===== src/rtl/uart_prog_loader.sv =====
// uart_prog_loader
//   Receiving end of the serial program download link. Deserialises 8N1 UART
//   bytes, packs four bytes MSB-first into a 32-bit instruction word and writes
//   each word to consecutive instruction-memory word addresses until the
//   terminator word arrives or the address space is full.
//
// Ports
//   clk_i         single clock
//   rst_i         asynchronous, active-high reset
//   en_i          level enable; low aborts any byte in flight
//   rx_i          serial data, idles high
//   prog_ready_o  registered en_i & ~done_o, gates the host-side sender
//   we_o          one-cycle instruction-memory write strobe
//   addr_o        write word address
//   wdata_o       write data
//   done_o        sticky, load finished
//   frame_err_o   sticky, a stop bit was sampled low
//   timeout_o     sticky, inter-byte timeout (only with LOADER_WDT_EN)
//
// Build option
//   LOADER_WDT_EN  adds the inter-byte watchdog, the TIMEOUT_BITS parameter and
//                  the timeout_o port. Without it a partial word waits forever.

module uart_prog_loader #(
    parameter int unsigned CLKS_PER_BIT = 87,
    parameter int unsigned ADDR_WIDTH   = 14,
    parameter logic [31:0] TERM_WORD    = 32'h00000FFF
`ifdef LOADER_WDT_EN
    , parameter int unsigned TIMEOUT_BITS = 32
`endif
) (
    input  logic                  clk_i,
    input  logic                  rst_i,
    input  logic                  en_i,
    input  logic                  rx_i,
    output logic                  prog_ready_o,
    output logic                  we_o,
    output logic [ADDR_WIDTH-1:0] addr_o,
    output logic [31:0]           wdata_o,
    output logic                  done_o,
    output logic                  frame_err_o
`ifdef LOADER_WDT_EN
    , output logic                timeout_o
`endif
);

    localparam int unsigned CW = $clog2(CLKS_PER_BIT + 1);
    localparam logic [CW-1:0] BIT_LAST  = CW'(CLKS_PER_BIT - 1);
    localparam logic [CW-1:0] HALF_LAST = CW'(CLKS_PER_BIT / 2 - 1);

    localparam logic [2:0] S_IDLE  = 3'd0;
    localparam logic [2:0] S_START = 3'd1;
    localparam logic [2:0] S_DATA  = 3'd2;
    localparam logic [2:0] S_STOP  = 3'd3;
    localparam logic [2:0] S_HOLD  = 3'd4;

    // Synchroniser and edge-detect flops reset to the idle (high) line level
    // so that leaving reset never looks like a start-bit edge.
    logic rx_s1_q, rx_s2_q, rx_prev_q;
    logic rx_sync;

    logic [2:0]            state_q, state_d;
    logic [CW-1:0]         cnt_q, cnt_d;
    logic [2:0]            bit_q, bit_d;
    logic [7:0]            shreg_q, shreg_d;
    logic [1:0]            idx_q, idx_d;
    logic [31:0]           word_q, word_d;
    logic [ADDR_WIDTH-1:0] addr_q, addr_d;
    logic [31:0]           wdata_q, wdata_d;
    logic                  we_q, we_d;
    logic                  done_q, done_d;
    logic                  ferr_q, ferr_d;
    logic                  ready_q;

    logic        active;
    logic        byte_ok;
    logic        frame_bad;
    logic [31:0] word_next;

`ifdef LOADER_WDT_EN
    localparam logic [31:0] WDT_LAST = 32'(TIMEOUT_BITS * CLKS_PER_BIT - 1);
    logic [31:0] wdt_q, wdt_d;
    logic        tmo_q, tmo_d;
`endif

    assign rx_sync   = rx_s2_q;
    assign active    = en_i & ~done_q;
    assign word_next = {word_q[23:0], shreg_q};

    // Byte receiver
    always_comb begin
        state_d   = state_q;
        cnt_d     = cnt_q;
        bit_d     = bit_q;
        shreg_d   = shreg_q;
        byte_ok   = 1'b0;
        frame_bad = 1'b0;

        case (state_q)
            S_IDLE: begin
                if (rx_prev_q && !rx_sync) begin
                    state_d = S_START;
                    cnt_d   = '0;
                end
            end
            S_START: begin
                if (cnt_q == HALF_LAST) begin
                    cnt_d = '0;
                    if (!rx_sync) begin
                        state_d = S_DATA;
                        bit_d   = '0;
                    end else begin
                        state_d = S_IDLE;
                    end
                end else begin
                    cnt_d = cnt_q + 1'b1;
                end
            end
            S_DATA: begin
                if (cnt_q == BIT_LAST) begin
                    cnt_d   = '0;
                    shreg_d = {rx_sync, shreg_q[7:1]};
                    bit_d   = bit_q + 3'd1;
                    if (bit_q == 3'd7) begin
                        state_d = S_STOP;
                    end
                end else begin
                    cnt_d = cnt_q + 1'b1;
                end
            end
            S_STOP: begin
                if (cnt_q == BIT_LAST) begin
                    cnt_d = '0;
                    if (rx_sync) begin
                        byte_ok = 1'b1;
                        state_d = S_IDLE;
                    end else begin
                        frame_bad = 1'b1;
                        state_d   = S_HOLD;
                    end
                end else begin
                    cnt_d = cnt_q + 1'b1;
                end
            end
            S_HOLD: begin
                // Need one full bit period of continuous high before re-arming.
                if (!rx_sync) begin
                    cnt_d = '0;
                end else if (cnt_q == BIT_LAST) begin
                    cnt_d   = '0;
                    state_d = S_IDLE;
                end else begin
                    cnt_d = cnt_q + 1'b1;
                end
            end
            default: begin
                state_d = S_IDLE;
                cnt_d   = '0;
            end
        endcase

        if (!active) begin
            state_d   = S_IDLE;
            cnt_d     = '0;
            byte_ok   = 1'b0;
            frame_bad = 1'b0;
        end
    end

    // Word assembly and memory write
    always_comb begin
        idx_d   = idx_q;
        word_d  = word_q;
        addr_d  = addr_q;
        wdata_d = wdata_q;
        we_d    = 1'b0;
        done_d  = done_q;
        ferr_d  = ferr_q;
`ifdef LOADER_WDT_EN
        wdt_d   = wdt_q;
        tmo_d   = tmo_q;
`endif

        // Address advances the cycle after the strobe; it saturates at the top.
        if (we_q && (addr_q != '1)) begin
            addr_d = addr_q + 1'b1;
        end

        if (!en_i) begin
            idx_d  = '0;
            word_d = '0;
        end else if (frame_bad) begin
            ferr_d = 1'b1;
            idx_d  = '0;
            word_d = '0;
        end else if (byte_ok) begin
            word_d = word_next;
            idx_d  = idx_q + 2'd1;
            if (idx_q == 2'd3) begin
                if (word_next == TERM_WORD) begin
                    done_d = 1'b1;
                end else begin
                    we_d    = 1'b1;
                    wdata_d = word_next;
                    if (addr_q == '1) begin
                        done_d = 1'b1;
                    end
                end
            end
        end

`ifdef LOADER_WDT_EN
        if (!en_i || (idx_q == 2'd0) || byte_ok || frame_bad) begin
            wdt_d = '0;
        end else if (wdt_q == WDT_LAST) begin
            wdt_d  = '0;
            tmo_d  = 1'b1;
            idx_d  = '0;
            word_d = '0;
        end else begin
            wdt_d = wdt_q + 32'd1;
        end
`endif
    end

    always_ff @(posedge clk_i or posedge rst_i) begin
        if (rst_i) begin
            rx_s1_q   <= 1'b1;
            rx_s2_q   <= 1'b1;
            rx_prev_q <= 1'b1;
            state_q   <= S_IDLE;
            cnt_q     <= '0;
            bit_q     <= '0;
            shreg_q   <= '0;
            idx_q     <= '0;
            word_q    <= '0;
            addr_q    <= '0;
            wdata_q   <= '0;
            we_q      <= 1'b0;
            done_q    <= 1'b0;
            ferr_q    <= 1'b0;
            ready_q   <= 1'b0;
`ifdef LOADER_WDT_EN
            wdt_q     <= '0;
            tmo_q     <= 1'b0;
`endif
        end else begin
            rx_s1_q   <= rx_i;
            rx_s2_q   <= rx_s1_q;
            rx_prev_q <= rx_s2_q;
            state_q   <= state_d;
            cnt_q     <= cnt_d;
            bit_q     <= bit_d;
            shreg_q   <= shreg_d;
            idx_q     <= idx_d;
            word_q    <= word_d;
            addr_q    <= addr_d;
            wdata_q   <= wdata_d;
            we_q      <= we_d;
            done_q    <= done_d;
            ferr_q    <= ferr_d;
            ready_q   <= en_i & ~done_q;
`ifdef LOADER_WDT_EN
            wdt_q     <= wdt_d;
            tmo_q     <= tmo_d;
`endif
        end
    end

    assign prog_ready_o = ready_q;
    assign we_o         = we_q;
    assign addr_o       = addr_q;
    assign wdata_o      = wdata_q;
    assign done_o       = done_q;
    assign frame_err_o  = ferr_q;
`ifdef LOADER_WDT_EN
    assign timeout_o    = tmo_q;
`endif

endmodule


===== config.mk =====
export PLATFORM = sky130hd
export DESIGN_NAME = uart_prog_loader
export DESIGN_NICKNAME = d
export VERILOG_FILES = /design/src/rtl/uart_prog_loader.sv
export SDC_FILE = /design/constraint.sdc
export NUM_CORES = 1
export LEC_CHECK = 0
export ABC_CLOCK_PERIOD_IN_PS = 6000
export CORE_MARGIN = 4
export CORE_UTILIZATION = 60
export CTS_CLUSTER_SIZE = 10
export DETAILED_ROUTE_END_ITERATION = 6
export PLACE_DENSITY_LB_ADDON = 0.08
export SKIP_CTS_REPAIR_TIMING = 1
export SLEW_MARGIN = 40
export SYNTH_ARGS = -nofsm -noshare
export SYNTH_HDL_FRONTEND = slang
export SYNTH_SLANG_ARGS = --single-unit

===== constraint.sdc =====
create_clock -name clk_i -period 6 [get_ports clk_i]
set_clock_uncertainty 0.2 [all_clocks]
set_input_delay 0.9 -clock clk_i [delete_from_list [all_inputs] [get_ports clk_i]]
set_output_delay 0.9 -clock clk_i [all_outputs]
set_load 0.05 [all_outputs]

==> results of run 1 <==
path summary, 6_finish.rpt:
| kind | start | to | slack [ns] | cells after the start |
|---|---|---|---|---|
| setup / recovery | en_i | wdata_o[29] | 3.21 | 6 |
| hold / removal | rx_s1_q | rx_s2_q | 0.16 | 0 |
| setup reg to reg | word_q[15] | wdata_o[29] | 3.38 | 5 |
| hold reg to reg | rx_s1_q | rx_s2_q | 0.16 | 0 |
| max in group asynchronous | rst_i | wdata_o[22] | 4.00 | 3 |
| min in group asynchronous | rst_i | wdata_o[25] | 0.68 | 2 |
worst reg2reg max path, cell delays in order (launching register included):
cell and delay [ns]:
dfrtp_1 0.44, nor4_1 0.40, nand4_1 0.31, o211ai_4 0.24, buf_4 0.50, mux2_2 0.43
cell type report:
type,count,share of cell area (%)
Clock buffer,9,2.34
Sequential cell,100,47.3
Timing Repair Buffer,56,10.5
Tap cell,99,2.34
Multi-Input combinational cell,221,35.6
Clock inverter,7,1.06
Inverter,12,0.897
stage by stage:
| stage | cell area [um^2] | power (mW) |
|---|---|---|
| final | 5300 | 1.12 |
| after floorplan | 4520 | 0.724 |
| after detailed placement | 5120 | 0.735 |
| after CTS | 5300 | 1.13 |
| after global routing | 5300 | 1.16 |
| after global placement | 5120 | 0.734 |
power by group:
group          total (mW)  leakage (nW)  switching, mW  internal, mW
clock network       0.397        0.0842          0.241         0.156
logic              0.0383         0.983         0.0286       0.00972
registers           0.683          1.38        0.00563         0.677
total                1.12          2.45          0.276         0.843
sequential cells by signal, indices dropped and copies added, names as in the netlist, 2 cells and up:
name	flops
wdata_o	32
bit_q	3
word_q	24
state_q	3
idx_q	2
shreg_q	8
addr_o	14
cnt_q	7
cells by family after synthesis:
group	count (synthesis)	synth area share, %
flip-flops	100	55.5
AO/OA/AOI/OAI	63	11.9
buffers and inverters	23	2.80
adder cells (fa/ha/maj)	6	1.66
XOR/XNOR	9	1.74
multiplexers	49	14.6
AND/OR/NAND/NOR	94	11.8
metal layers:
metal | up-vias | track usage [%]
met5 | - | 0
met4 | 0 | 6.13
met3 | 5 | 3.90
met2 | 68 | 30.4
met1 | 1477 | 29.8
li1 | 1398 | -
cells in the mapped netlist (all sizes together):
master and instances:
nand2 29, and4 4, xnor2 6, nor2b 2, nand2b 3, nor4b 1
and2 1, and4b 2, o21a 3, o21bai 1, nand3 12, and3 1
o211ai 8, or4bb 1, nor3b 1, or3 2, nand4 11, xor2 3
a22oi 1, a21oi 11, nor2 4, o22ai 1, inv 12, o41ai 1
a41o 1, o41a 1, a2111o 1, nor3 9, o31ai 2, buf 11
a22o 21, dfrtp 97, o2111ai 4, and4bb 2, ha 6, a2111oi 1
or3b 3, mux2i 4, or2 2, dfstp 3, a31o 1, o21ai 4
mux2 45, nor4 4, o2111a 1
==> impl_results.md, run 1 <==
- H-tree levels: 3
- Share of layout cells above drive strength 1: 20.5%
- Clock root buffer: clkbuf_8
- Ant diodes: 0
- Initial drt markers: 103
- Syn Nets: 354
- Num Clock Sinks: 100
- Largest buffer count on any clock path: 2
- Vias in the first global route: 2832
- # DRC: 0
- Part of the Yosys area used for sequential elements: 55.5%
- Routability cong.: 0.836
- Setup TNS: 0 ns
- Die X: 94.8 um
- Largest net degree at the start of global routing: 67
- Leakage power total: 2.45 nW
- Measured slew at the worst slew-check pin: 0.793 ns
- CP bufs+invs: 2
- Buffers added on ports: 53
- Post-route ant nets: 0
- Minimum clock period after layout: 2.79 ns
- Met1 WL: 4190 um
- Max-slew headroom: 47.1%
- # IOs: 54
- Vias per cell: 5.85
- # fillers: 534
- Power Density: 211 nW/um^2
- Placed insts: 488
- Total track usage: 20.2%
- Final setup margin: 3.21 ns
- Top cell type's share of synthesized area: 53.7%
- Area grow syn2layout: 17.3%
- Yosys warns: 0
- Top post-synthesis cells by area: dfrtp_1 54%, mux2_4 10%, a22o_1 4.1%, mux2_2 3.7%, nand2_1 2.4%
- Top delay family on crit path: buffers and inverters
- Most frequent cells in the layout: 97 x dfrtp_1, 53 x clkdlybuf4s50_1, 30 x mux2_4, 29 x nand2_1, 21 x a22o_1
- Dpl ws: 2.85 ns
- Initial core utilization: 62.0%
- Crit-path max cell delay: 0.50 ns
- Clock Latency Late Sink: 0.36 ns
- Crit path capture type: register
- Reg area: 2510 um^2
- Core area: 7290 um^2
- Antenna violations before repair: 0
- Top Metal Used: met4
- Slowest-stage cell, CP: buf_4
- CP max FO: 32
- Synthesized area: 4520 um^2
- Worst Setup Start Kind: input port
- Crit-path cells: clkdlybuf4s50_1 > and4b_1 > and4_4 > o211ai_4 > buf_4 > mux2_2
- CP required: 6.05 ns
- Metal2 WL: 3910 um
- Clock-pin slew on the worst setup and hold paths: 0.10 ns
- Grt ovf: 0
- #FFs+latches synth: 100
- Die area: 8980 um^2
- DR vias: 2948
- Final hold slack: 0.162 ns
- Die Y: 94.8 um
- Num rows: 31
- Avg Synthesized Cell Area: 13.1 um^2
- Period utilization: 46.4%
- First-pass iteration count of the detailed router: 4
- TritonCTS Buffers: 9
- Number of setup violations in the final report: 0
- Met3 routed WL: 318 um
- DP HPWL: 5790 um
- Max-Cap Viols: 0
- RSZ-0062 raised after global routing: no
- Commonest non-fill, non-tap cell in the layout: dfrtp_1
- Worst VDD drop: 158 uV
- Max Slew Vio Count: 0
- Synth cell types: 55
- Multi-input logic area: 1890 um^2
- Final wirelength: 8490 um
- Non-filler cells, final: 504
- CTS tree: built
- Status: completed
- Global-route wire length before repair: 14200 um
- Synth area leader: dfrtp_1
- Wirelength per Cell: 16.9 um
- Worst Hold Class: register to register
- Final design utilization: 72.7%
- Synth Instances: 344
- Nets: 410
- Final Hold Fails: 0
- Max Freq: 0.359 GHz
- Critical Path AT: 2.83 ns
- WS Path Type: input port to register
Power figures use the tool's default switching activity.
==> run 2, diff against run 1 <==
--- a/config.mk
+++ b/config.mk
@@ -5,9 +5,9 @@
 export SDC_FILE = /design/constraint.sdc
 export NUM_CORES = 1
 export LEC_CHECK = 0
-export ABC_CLOCK_PERIOD_IN_PS = 6000
+export ABC_CLOCK_PERIOD_IN_PS = 2900
 export CORE_MARGIN = 4
-export CORE_UTILIZATION = 60
+export CORE_UTILIZATION = 56
 export CTS_CLUSTER_SIZE = 10
 export DETAILED_ROUTE_END_ITERATION = 6
 export PLACE_DENSITY_LB_ADDON = 0.08
==> constraint.sdc (replaced) <==
create_clock -name clk_i -period 2.9 [get_ports clk_i]
set_clock_uncertainty 0.2 [all_clocks]
set_input_delay 0.435 -clock clk_i [delete_from_list [all_inputs] [get_ports clk_i]]
set_output_delay 0.435 -clock clk_i [all_outputs]
set_load 0.05 [all_outputs]
==> run 2 against run 1 <==
Compared with the run above:
- utilization shrank 3.5 points
- die area grew 6.5%
- routed wire length grew 2.6%
- largest power group unchanged
- clock power grew 130%
- global-route usage shrank 0.60 points
- combinational power grew 120%
- largest cell class unchanged
- worst setup slack lost 2.9 ns
- hold slack lost 0.018 ns
- flip-flop and latch count is the same
==> impl_results.md, run 2 (synthesis gave the netlist of run 1 again) <==
- Ant diodes: 0 (unchanged)
- Routability cong.: 0.767 (-8.3%)
- Worst VDD drop: 382 uV (+140%)
- Global route hottest layer: met1
- Antenna violations before repair: 0 (unchanged)
- Max-slew headroom: 47.9% (+0.81 points)
- Final setup margin: 0.363 ns (-2.85 ns)
- WS Path Type: register to register
- CTS tree: built
- Wirelength per Cell: 17.1 um (+1.4%)
- Worst Setup Start Kind: register
- Most frequent cells in the layout: 97 x dfrtp_1, 53 x clkdlybuf4s50_1, 30 x mux2_4, 29 x nand2_1, 21 x a22o_1
- Initial core utilization: 58.2% (-3.8 points)
- First-pass iteration count of the detailed router: 4 (unchanged)
- Vias per cell: 5.81 (-0.74%)
- Initial drt markers: 167 (+62%)
- Minimum clock period after layout: 2.54 ns
- Leakage power total: 2.49 nW (+1.7%)
- Die X: 97.8 um (+3.2%)
- Period utilization: 87.5%
- Critical Path AT: 2.59 ns (-0.24 ns)
- Final Hold Fails: 0 (unchanged)
- CP required: 2.95 ns (-3.10 ns)
- Core area: 7770 um^2 (+6.5%)
- Die area: 9570 um^2 (+6.5%)
- Nets: 413 (+0.73%)
- Largest buffer count on any clock path: 2 (unchanged)
- Buffers added on ports: 53 (unchanged)
- Measured slew at the worst slew-check pin: 0.781 ns (-0.0122 ns)
- Power Density: 451 nW/um^2 (+110%)
- RSZ-0062 raised after global routing: no
- Commonest non-fill, non-tap cell in the layout: dfrtp_1
- TritonCTS Buffers: 9 (unchanged)
- H-tree levels: 3 (unchanged)
- Met1 GRT Util: 29.5% (-0.31 points)
- CP max FO: 22 (-31%)
- Max reg flops: 32 (unchanged)
- Setup TNS: 0 ns (unchanged)
- Dpl ws: 0.281 ns (-2.57 ns)
- Clock-pin slew on the worst setup and hold paths: 0.10 ns (about the same)
- DR vias: 2961 (+0.44%)
- Met2 Usage GRT: 28.5% (-1.9 points)
- DP HPWL: 6010 um (+3.9%)
- Global Route met3 Usage: 4.29% (+0.38 points)
- Area grow syn2layout: 19.0%
- Clock root buffer: clkbuf_8
- Vias in the first global route: 2996 (+5.8%)
- # DRC: 0 (unchanged)
- Max-Cap Viols: 0 (unchanged)
- Num rows: 32 (+3.2%)
- Final wirelength: 8710 um (+2.6%)
- Die Y: 97.8 um (+3.2%)
- Worst Hold Class: input port to async pin
- Post-route ant nets: 0 (unchanged)
- Share of layout cells above drive strength 1: 21.1% (+0.58 points)
- Total track usage: 19.6% (-0.60 points)
- Max Slew Vio Count: 0 (unchanged)
- Largest net degree at the start of global routing: 48 (-28%)
- # fillers: 576 (+7.9%)
- # IOs: 54 (unchanged)
- Max Freq: 0.394 GHz
- Status: completed
- Grt ovf: 0 (unchanged)
- Number of setup violations in the final report: 0 (unchanged)
- Crit path capture type: register
- Clock Latency Late Sink: 0.36 ns (about the same)
- Num Clock Sinks: 100 (unchanged)
- Global-route wire length before repair: 15300 um (+7.6%)
[run 2: worst paths after layout]
path | to | cells past startpoint | startpoint | slack [ns]
setup / recovery | idx_q[0] | 6 | cnt_q[0] | 0.36
hold / removal | wdata_o[26] | 2 | rst_i | 0.14
setup reg to reg | idx_q[0] | 6 | cnt_q[0] | 0.36
hold reg to reg | rx_s2_q | 0 | rx_s1_q | 0.16
max in group asynchronous | state_q[2] | 3 | rst_i | 1.79
min in group clk_i | rx_s2_q | 0 | rx_s1_q | 0.16
[run 2: cell type report]
cell class / instances / area (um^2) / area share, %
sequential: 100 / 2510 / 46.6
clock buffer: 10 / 138 / 2.56
timing repair buffer: 59 / 601 / 11.2
tap: 102 / 128 / 2.37
multi-input combinational: 221 / 1890 / 35.1
inverter: 12 / 48.8 / 0.907
clock inverter: 6 / 71.3 / 1.33
[run 2: per-stage QoR]
| step | hold WS (ns) | cell area (um^2) | power (mW) | util [%] | instances |
|---|---|---|---|---|---|
| 2_1_floorplan | 0.145 | 4520 | 1.50 | - | 344 |
| 3_3_place_gp | 0.146 | 5170 | 1.52 | 66.5 | 494 |
| 3_5_place_dp | 0.147 | 5170 | 1.53 | 66.5 | 494 |
| 4_1_cts | 0.139 | 5380 | 2.44 | 69.2 | 510 |
| 5_1_grt | 0.151 | 5380 | 2.53 | 69.2 | 510 |
| 6_report | 0.144 | 5380 | 2.42 | 69.2 | 510 |
[run 2: metal layers]
| metal | part of all wire, % | vias up |
|---|---|---|
| li1 | - | 1405 |
| met1 | 50 | 1477 |
| met2 | 45 | 64 |
| met3 | 3.8 | 15 |
| met4 | 1.5 | 0 |
| met5 | 0 | - |
[run 2: power by group]
| group | internal [mW] | switching, mW | total (mW) |
|---|---|---|---|
| Clock | 0.432 | 0.495 | 0.927 |
| Combinational | 0.0233 | 0.0605 | 0.0839 |
| Sequential | 1.40 | 0.0127 | 1.41 |
| Total | 1.86 | 0.568 | 2.42 |
[run 2: critical path, stage by stage, from the launching register on]
cell	delay, ns
dfrtp_1	0.43
inv_1	0.07
ha_1	0.16
and2_1	0.36
nand4_1	0.28
o21a_1	0.53
mux2_2	0.40
==> run 3, diff against run 2 <==
--- a/config.mk
+++ b/config.mk
@@ -7,9 +7,10 @@
 export LEC_CHECK = 0
 export ABC_CLOCK_PERIOD_IN_PS = 2900
 export CORE_MARGIN = 4
-export CORE_UTILIZATION = 56
+export CORE_UTILIZATION = 55
 export CTS_CLUSTER_SIZE = 10
 export DETAILED_ROUTE_END_ITERATION = 6
+export GPL_TIMING_DRIVEN = 0
 export PLACE_DENSITY_LB_ADDON = 0.08
 export SKIP_CTS_REPAIR_TIMING = 1
 export SLEW_MARGIN = 40
==> run 3 against run 2 <==
Compared with the run above:
- clock-buffer cell count down 1
- critical path depth decreased by 1
- critical endpoint is now state_q[0]
- die area is 1.7% higher
- power is 0.98% higher
- largest cell class unchanged
- via count is 0.14% lower
- worst setup slack improved by 0.18 ns
- fmax is 7.6% higher
- combinational power increased by 25%
==> impl_results.md, run 3 (synthesis gave the netlist of run 1 again) <==
- Buffers added on ports: 53 (unchanged)
- Non-filler cells, final: 519 (+1.8%)
- Nets: 422 (+2.2%)
- Area grow syn2layout: 21.5%
- Global-route wire length before repair: 15500 um (+0.82%)
- Final wirelength: 8840 um (+1.4%)
- Status: completed
- Largest net degree at the start of global routing: 26 (-46%)
- Worst Setup Start Kind: input port
- Num rows: 32 (unchanged)
- Max-slew headroom: 59.1% (+11 points)
- Total track usage: 19.6% (+0.022 points)
- # IOs: 54 (unchanged)
- Power Density: 446 nW/um^2 (-1.1%)
- Core area: 7850 um^2 (+1.0%)
- Largest buffer count on any clock path: 2 (unchanged)
- Clock-pin slew on the worst setup and hold paths: 0.08 ns (-0.02 ns)
- Period utilization: 81.3% (-6.2 points)
- CP required: 2.94 ns (about the same)
- Placed insts: 503 (+1.8%)
- Share of layout cells above drive strength 1: 22.8% (+1.7 points)
- Grt ovf: 0 (unchanged)
- Post-route ant nets: 0 (unchanged)
- Crit-path cells: clkdlybuf4s50_1 > or3b_1 > a2111oi_4 > a2111o_1 > o31ai_1
- CP max FO: 9 (-59%)
- Clock Latency Late Sink: 0.37 ns (about the same)
- Minimum clock period after layout: 2.36 ns (-0.180 ns)
- Measured slew at the worst slew-check pin: 0.614 ns (-0.167 ns)
- DP HPWL: 6370 um (+5.9%)
- Routability cong.: 0.855 (+12%)
- Commonest non-fill, non-tap cell in the layout: dfrtp_1
- Clock root buffer: clkbuf_8
- Max Freq: 0.424 GHz (+7.6%)
- First-pass iteration count of the detailed router: 4 (unchanged)
- Die area: 9730 um^2 (+1.7%)
- Final Hold Fails: 0 (unchanged)
- Final design utilization: 70.0% (+0.74 points)
- Setup TNS: 0 ns (unchanged)
- Vias per cell: 5.70 (-1.9%)
- Initial core utilization: 57.6% (-0.59 points)
- # DRC: 0 (unchanged)
- Worst Hold Class: register to register
- WS Path Type: input port to register
- Initial drt markers: 141 (-16%)
- Wirelength per Cell: 17.0 um (-0.34%)
- DR vias: 2957 (-0.14%)
- Crit-path max cell delay: 0.64 ns (+0.11 ns)
- RSZ-0062 raised after global routing: no
- Max Slew Vio Count: 0 (unchanged)
- Die Y: 98.6 um (+0.83%)
- Final hold slack: 0.160 ns (+0.0156 ns)
- H-tree levels: 3 (unchanged)
- Leakage power total: 2.56 nW (+2.7%)
- Most frequent cells in the layout: 97 x dfrtp_1, 53 x clkdlybuf4s50_1, 30 x mux2_4, 29 x nand2_1, 21 x a22o_1
- Max-Cap Viols: 0 (unchanged)
- Num Clock Sinks: 100 (unchanged)
- TritonCTS Buffers: 9 (unchanged)
- Worst R2R Setup Slack: 0.61 ns (+0.25 ns)
- Critical Path AT: 2.40 ns (-0.19 ns)
- Max reg flops: 32 (unchanged)
- Ant diodes: 0 (unchanged)
- Slowest-stage cell, CP: a2111oi_4
- Number of setup violations in the final report: 0 (unchanged)
- CTS tree: built
- Antenna violations before repair: 0 (unchanged)
- Die X: 98.6 um (+0.83%)
- Worst VDD drop: 224 uV (-42%)
- Crit path capture type: register
- Vias in the first global route: 3040 (+1.5%)
## run 3: per-layer routing
layer  track usage, %  routed length (um)  part of all wire [%]
met5                0                   0                     0
met4             4.94                  82                  0.93
met3             4.95                 340                   3.8
met2             29.3                3970                    45
met1             29.0                4450                    50
## run 3: layout make-up
type	count	area, um^2
clock inverters	7	85.1
clock buffers	9	124
plain buffers	11	81.3
flip-flops and latches	100	2510
well taps	102	128
fillers	559	2360
inverters	12	48.8
repair buffers	57	633
multi-input cells	221	1890
## run 3: critical path, delay by kind of cell
kind / cells / cell delay, ns
buffers and inverters: 1 / 0.57
and+or+nand+nor: 1 / 0.48
AOI/OAI and AO/OA: 3 / 0.91
## run 3: metrics by stage
stage	power, mW	cell area [um^2]	setup slack [ns]
after floorplan	1.50	4520	0.723
after global placement	1.52	5180	0.101
after detailed placement	1.54	5280	0.181
after CTS	2.46	5490	0.554
after global routing	2.53	5490	0.436
final	2.45	5490	0.543
## run 3: final timing paths
| path | start | end | cells past startpoint |
|---|---|---|---|
| max in group asynchronous | rst_i | rx_s1_q | 5 |
| worst max register to register | word_q[15] | wdata_o[7] | 5 |
| worst max-delay path | en_i | state_q[0] | 5 |
| worst min register to register | rx_s1_q | rx_s2_q | 0 |
| worst min-delay path | rx_s1_q | rx_s2_q | 0 |
| min in group asynchronous | rst_i | wdata_o[19] | 2 |
## run 3: where the power goes
group	leakage, nW	switching (mW)	internal (mW)
logic	1.07	0.0694	0.0352
registers	1.38	0.00659	1.40
clock network	0.108	0.521	0.414
